==> src/rtl/rf_write_arbiter.sv <==
// Register file write-port arbiter. In-order pipeline writebacks take priority
// over results from the multi-cycle unit. Those results wait in a small FIFO
// and are written when the write port is free. A per-register pending vector
// and a starvation stall request go to the hazard unit.
module rf_write_arbiter #(
  parameter int unsigned N      = 5,
  parameter int unsigned M      = 32,
  parameter int unsigned DEPTH  = 4,
  parameter int unsigned STARVE = 8
) (
  input  logic                    clk,
  input  logic                    reset,
  input  logic                    wb_we,
  input  logic [N-1:0]            wb_a3,
  input  logic [M-1:0]            wb_wd,
  input  logic                    mc_valid,
  input  logic [N-1:0]            mc_a3,
  input  logic [M-1:0]            mc_wd,
  output logic                    mc_ready,
  output logic                    rf_we,
  output logic [N-1:0]            rf_a3,
  output logic [M-1:0]            rf_wd,
  output logic [2**N-1:0]         pending,
  output logic [$clog2(DEPTH):0]  count,
  output logic                    stall_req
);

  localparam int unsigned PW = $clog2(DEPTH);
  localparam int unsigned CW = PW + 1;
  localparam int unsigned AW = $clog2(STARVE + 1);
  localparam logic [CW-1:0] DepthC  = CW'(DEPTH);
  localparam logic [AW-1:0] StarveC = AW'(STARVE);

  logic [PW-1:0] wr_ptr_q, wr_ptr_d;
  logic [PW-1:0] rd_ptr_q, rd_ptr_d;
  logic [CW-1:0] count_q, count_d;
  logic [AW-1:0] age_q, age_d;
  logic          rf_we_q, rf_we_d;
  logic [N-1:0]  rf_a3_q, rf_a3_d;
  logic [M-1:0]  rf_wd_q, rf_wd_d;
  logic [N-1:0]  mem_a3_q [DEPTH];
  logic [N-1:0]  mem_a3_d [DEPTH];
  logic [M-1:0]  mem_wd_q [DEPTH];
  logic [M-1:0]  mem_wd_d [DEPTH];

  logic wb_grant, accept, push, pop, fifo_empty;

  // Handshake and grant decisions; mc_ready depends only on registered occupancy.
  always_comb begin
    fifo_empty = (count_q == '0);
    mc_ready   = (count_q < DepthC);
    wb_grant   = wb_we && (wb_a3 != '0);
    accept     = mc_valid && mc_ready;
    // Writes to x0 complete the handshake but are never queued.
    push       = accept && (mc_a3 != '0);
    pop        = !wb_grant && !fifo_empty;
  end

  // Next-state: FIFO pointers/storage, occupancy, starvation age, write port.
  always_comb begin
    wr_ptr_d = wr_ptr_q;
    rd_ptr_d = rd_ptr_q;
    count_d  = count_q;
    age_d    = age_q;
    rf_we_d  = 1'b0;
    rf_a3_d  = rf_a3_q;
    rf_wd_d  = rf_wd_q;
    mem_a3_d = mem_a3_q;
    mem_wd_d = mem_wd_q;

    if (push) begin
      mem_a3_d[wr_ptr_q] = mc_a3;
      mem_wd_d[wr_ptr_q] = mc_wd;
      wr_ptr_d           = wr_ptr_q + PW'(1);
    end
    if (pop) begin
      rd_ptr_d = rd_ptr_q + PW'(1);
    end

    unique case ({push, pop})
      2'b10:   count_d = count_q + CW'(1);
      2'b01:   count_d = count_q - CW'(1);
      default: count_d = count_q;
    endcase

    if (fifo_empty || pop) begin
      age_d = '0;
    end else if (age_q != StarveC) begin
      age_d = age_q + AW'(1);
    end

    if (wb_grant) begin
      rf_we_d = 1'b1;
      rf_a3_d = wb_a3;
      rf_wd_d = wb_wd;
    end else if (pop) begin
      rf_we_d = 1'b1;
      rf_a3_d = mem_a3_q[rd_ptr_q];
      rf_wd_d = mem_wd_q[rd_ptr_q];
    end
  end

  // Control state with synchronous reset; a reset drops every queued entry.
  always_ff @(posedge clk) begin
    if (reset) begin
      wr_ptr_q <= '0;
      rd_ptr_q <= '0;
      count_q  <= '0;
      age_q    <= '0;
      rf_we_q  <= 1'b0;
      rf_a3_q  <= '0;
      rf_wd_q  <= '0;
    end else begin
      wr_ptr_q <= wr_ptr_d;
      rd_ptr_q <= rd_ptr_d;
      count_q  <= count_d;
      age_q    <= age_d;
      rf_we_q  <= rf_we_d;
      rf_a3_q  <= rf_a3_d;
      rf_wd_q  <= rf_wd_d;
    end
  end

  // FIFO storage; contents are qualified by occupancy so need no reset.
  always_ff @(posedge clk) begin
    mem_a3_q <= mem_a3_d;
    mem_wd_q <= mem_wd_d;
  end

  // Pending vector: one-hot destination of every occupied slot, ORed together.
  always_comb begin
    logic [PW-1:0] slot_off;
    slot_off = '0;
    pending  = '0;
    for (int i = 0; i < DEPTH; i++) begin
      slot_off = PW'(i) - rd_ptr_q;
      if ({1'b0, slot_off} < count_q) begin
        pending[mem_a3_q[i]] = 1'b1;
      end
    end
  end

  assign rf_we     = rf_we_q;
  assign rf_a3     = rf_a3_q;
  assign rf_wd     = rf_wd_q;
  assign count     = count_q;
  assign stall_req = (age_q == StarveC);

endmodule

==> config.mk <==
export PLATFORM = sky130hd
export DESIGN_NAME = rf_write_arbiter
export DESIGN_NICKNAME = d
export VERILOG_FILES = /design/src/rtl/rf_write_arbiter.sv
export SDC_FILE = /design/constraint.sdc
export NUM_CORES = 1
export LEC_CHECK = 0
export BUFFER_PORTS_ARGS = -buffer_cell sky130_fd_sc_hd__buf_2
export CORE_ASPECT_RATIO = 1.2
export CORE_MARGIN = 2
export CORE_UTILIZATION = 39
export CTS_BUF_LIST = sky130_fd_sc_hd__clkbuf_8
export CTS_CLUSTER_DIAMETER = 80
export CTS_CLUSTER_SIZE = 14
export DETAILED_ROUTE_END_ITERATION = 10
export PLACE_DENSITY = 0.58
export SLEW_MARGIN = 20
export SYNTH_ARGS = -nofsm -noshare
export SYNTH_HDL_FRONTEND = slang
export SYNTH_SLANG_ARGS = --single-unit
==> constraint.sdc <==
create_clock -name clk -period 6.55 [get_ports clk]
set_clock_uncertainty 0.05 [all_clocks]
set_input_delay 0.9825 -clock clk [delete_from_list [all_inputs] [get_ports clk]]
set_output_delay 0.9825 -clock clk [all_outputs]
set_load 0.005 [all_outputs]
==> results by group <==
Status
  – Run status: complete, no violations

Finish
  – Fill count: 2,044
  – Non-filler cells in the finished layout: 1,078
  – Leading cell type in the layout, fill and taps excluded: buf_2
  – Net count, final: 874
  – Commonest non-fill, non-tap cells in the layout: 152 x buf_2, 148 x edfxtp_1, 59 x nor2_1
  – Multi-input gate area: 3132 um2
  – Area grow syn2layout: 15.38%
  – Register area: 5433 um2
  – Layout Utilization: 45.54%
  – Share of cells above drive strength 1: 29.49%

Critical path
  – R2r worst-path depth: 9
  – Critical-path maximum fanout: 47
  – Worst flop-to-flop path startpoint: count[2]$_SDFFE_PP0P_
  – CP Depth: 8
  – Req. time, crit path: 5.52 ns
  – Crit Path Category: register to output pin
  – Buf/Inv on CP: 3
  – CP most frequent cell: inv_1
  – Crit path DAT: 3.47 ns
  – Max incr delay on CP: 0.92 ns
  – Delay-heaviest family, CP: compound AO/OA/AOI/OAI gates
  – CP Capture Type: output pin
  – Startpoint Class: register
  – Crit Reg-Reg Endpoint: count[2]$_SDFFE_PP0P_
  – Worst R2R Setup Slack: 3.98 ns
  – Critical-path cell list: xnor2_1, inv_1, ha_1, nand2b_1, o2111ai_1, inv_1, a221o_1, buf_2
  – Crit-path slowest cell: dfxtp_4

Clock network
  – Hold buffers post-CTS: 0
  – Post-CTS Resized: 0
  – # H-tree levels: 4
  – CTS Buf Count: 17
  – CTS tree: done
  – Clk Latency, worst-skew pair: 0.45 ns
  – Clock-pin slew on the worst setup and hold paths: 0.09 ns
  – Postcts setup bufs: 0
  – Clock sink count: 197
  – Clock Tree Root: clkbuf_8
  – Longest Clk Path Bufs: 2

Timing
  – Final count of pins violating max slew: 0
  – Final hold vios: 0
  – RSZ-0062 raised after global routing: no
  – Final setup fails: 0
  – Worst-Margin Slew: 1.076 ns
  – Final setup TNS: 0 ns
  – Final period util: 68.68%
  – Max Freq: 222.3 MHz
  – Worst slew margin: 28.26%
  – Tmin final: 4.498 ns
  – Worst setup margin: 2.052 ns

GRT
  – First-pass GRT wire length: 35.83 mm
  – Largest net degree at the start of global routing: 50
  – Vias in the first global route: 6,308
  – Total GRT Usage: 19.73%
  – GRT overflow: 0
  – Initial antenna violation count: 2

Floorplanning
  – Ports: 153
  – Die area: 23,790 um2
  – Site Rows: 60
  – Core area: 22,300 um2
  – Initial Util: 39.47%
  – Die W: 141.1 um
  – Die Ht: 168.6 um

Detailed routing
  – # DRC: 0
  – Avg WL per Cell: 21.49 um
  – Initial DRC Count: 379
  – Drt pass-1 iters: 4
  – Detailed-route vias per instance: 5.736
  – Vias: 6,183
  – Final wirelength: 23.17 mm
  – Post-DRT Antenna Nets: 0

Yosys
  – Net Count, Synth: 741
  – Post-Syn Area: 8800 um2
  – Synthesis warning total: 0
  – Synth Flop Type: edfxtp_1
  – Post-Syn Area per Cell: 13.52 um2
  – Register area share after synthesis: 61.65%
  – Yosys reg bits: 197
  – Synth unique cells: 51
  – Post-Synthesis Cells: 651
  – FFs w/ async S/R, synth: 0%
  – Number of flops mapped to enable cells by yosys: 148

Worst hold path
  – Hold Path End: rf_wd[31]$_SDFFE_PP0P_
  – Hold Path Stages: 2
  – HP Class: register to register
  – HP Start: rf_wd[31]$_SDFFE_PP0P_

Placed design
  – Placed Cells: 1,044
  – RePlAce Congestion: 0.9188
  – Detailed placement HPWL: 15.82 mm
  – PortBufs: 152
  – Setup WS pre-CTS: 2.384 ns

Power
  – Pwr Density: 338.5 nW/um2
  – Static leakage: 0.003720 uW
  – Peak supply drop: 156.3 uV

Flow run
  – Max-cap check violation count: 0
worst min-delay path, stage by stage (launching register included):
cell and delay, ns:
dfxtp_1 0.32, a21oi_1 0.12, a211oi_1 0.07
sequential cells by signal, summed over array words and instances (netlist names), 2 cells and up:
signal    flops
age_q         4
count         3
mem_a3_q     20
mem_wd_q    128
rd_ptr_q      2
rf_a3         5
rf_wd        32
wr_ptr_q      2
stage by stage:
step	hold slack (ns)	instance area, um2	total power, uW
floorplan	0.4636	8800	2346
global placement	0.4768	9772	2699
detailed placement	0.4804	9772	2729
CTS	0.5018	10140	3475
global route	0.5286	10150	3639
finish	0.5032	10150	3437
cells in the mapped netlist (2+ instances only):
cell type / instances / area [um2]
buf_2: 11 / 55.05
xnor2_1: 3 / 26.28
o22a_1: 3 / 26.28
o221ai_1: 17 / 148.9
ha_1: 11 / 137.6
buf_4: 4 / 30.03
xor2_1: 4 / 35.03
a21oi_1: 41 / 205.2
nand2b_1: 10 / 62.56
o2111a_1: 2 / 22.52
nand2_1: 44 / 165.2
nand3_1: 4 / 20.02
nand4_1: 5 / 31.28
a2bb2oi_1: 4 / 35.03
dfxtp_1: 49 / 980.9
nor3b_1: 4 / 30.03
buf_1: 3 / 11.26
and2_1: 7 / 43.79
a22oi_1: 11 / 82.58
or3_1: 6 / 37.54
inv_1: 23 / 86.33
mux4_2: 37 / 833.3
o22ai_1: 13 / 81.33
mux2_2: 2 / 22.52
a221o_1: 4 / 40.04
o21ai_0: 2 / 10.01
o2bb2a_1: 2 / 20.02
nor2b_1: 6 / 37.54
edfxtp_1: 148 / 4444
or3b_2: 2 / 17.52
nor2_1: 59 / 221.5
a211o_1: 11 / 96.34
clkbuf_1: 22 / 82.58
nor4_1: 8 / 50.05
a211oi_1: 37 / 277.8
o2111ai_1: 9 / 78.83
a2111oi_2: 2 / 30.03
nand3b_1: 8 / 60.06
worst max path at each step:
stage | slack (ns) | start | end
2_1_floorplan | 3.18 | rd_ptr_q[1]$_SDFFE_PP0P_ | pending[22]
3_3_place_gp | 2.50 | rd_ptr_q[1]$_SDFFE_PP0P_ | pending[18]
3_5_place_dp | 2.38 | rd_ptr_q[1]$_SDFFE_PP0P_ | pending[20]
4_1_cts | 1.89 | rd_ptr_q[1]$_SDFFE_PP0P_ | pending[20]
5_1_grt | 1.78 | rd_ptr_q[0]$_SDFFE_PP0P_ | pending[19]
6_report | 2.05 | rd_ptr_q[0]$_SDFFE_PP0P_ | pending[19]
where the power goes:
part | leakage [uW] | internal [uW] | switching [uW]
clock network | 0.000208 | 343 | 404
registers | 0.00176 | 1530 | 160
logic | 0.00175 | 415 | 590
total | 0.00372 | 2280 | 1150
cells by family after synthesis:
logic type | Yosys count | synth area share (%)
AOI/OAI and AO/OA | 164 | 13.71
xor gates and xnor gates | 7 | 0.6967
adders and majority gates | 12 | 1.792
buffers and inverters | 63 | 3.014
DFF | 197 | 61.65
muxes | 40 | 9.839
and+or+nand+nor | 168 | 9.299
metal layers:
metal	vias up	GRT usage [%]	wire length [um]
met4	0	7.174	565
met2	255	33.90	11720
met3	35	4.554	1454
li1	2833	-	-
met1	3060	24.39	9423
met5	-	0	0
area by class of cell:
type	count	area share (%)
Antenna cell	2	0.04929
Clock buffer	18	2.440
Clock inverter	14	1.232
Inverter	23	0.8503
Multi-Input combinational cell	391	30.84
Sequential cell	197	53.51
Tap cell	279	3.438
Timing Repair Buffer	154	7.640
Power figures use the tool's default switching activity.
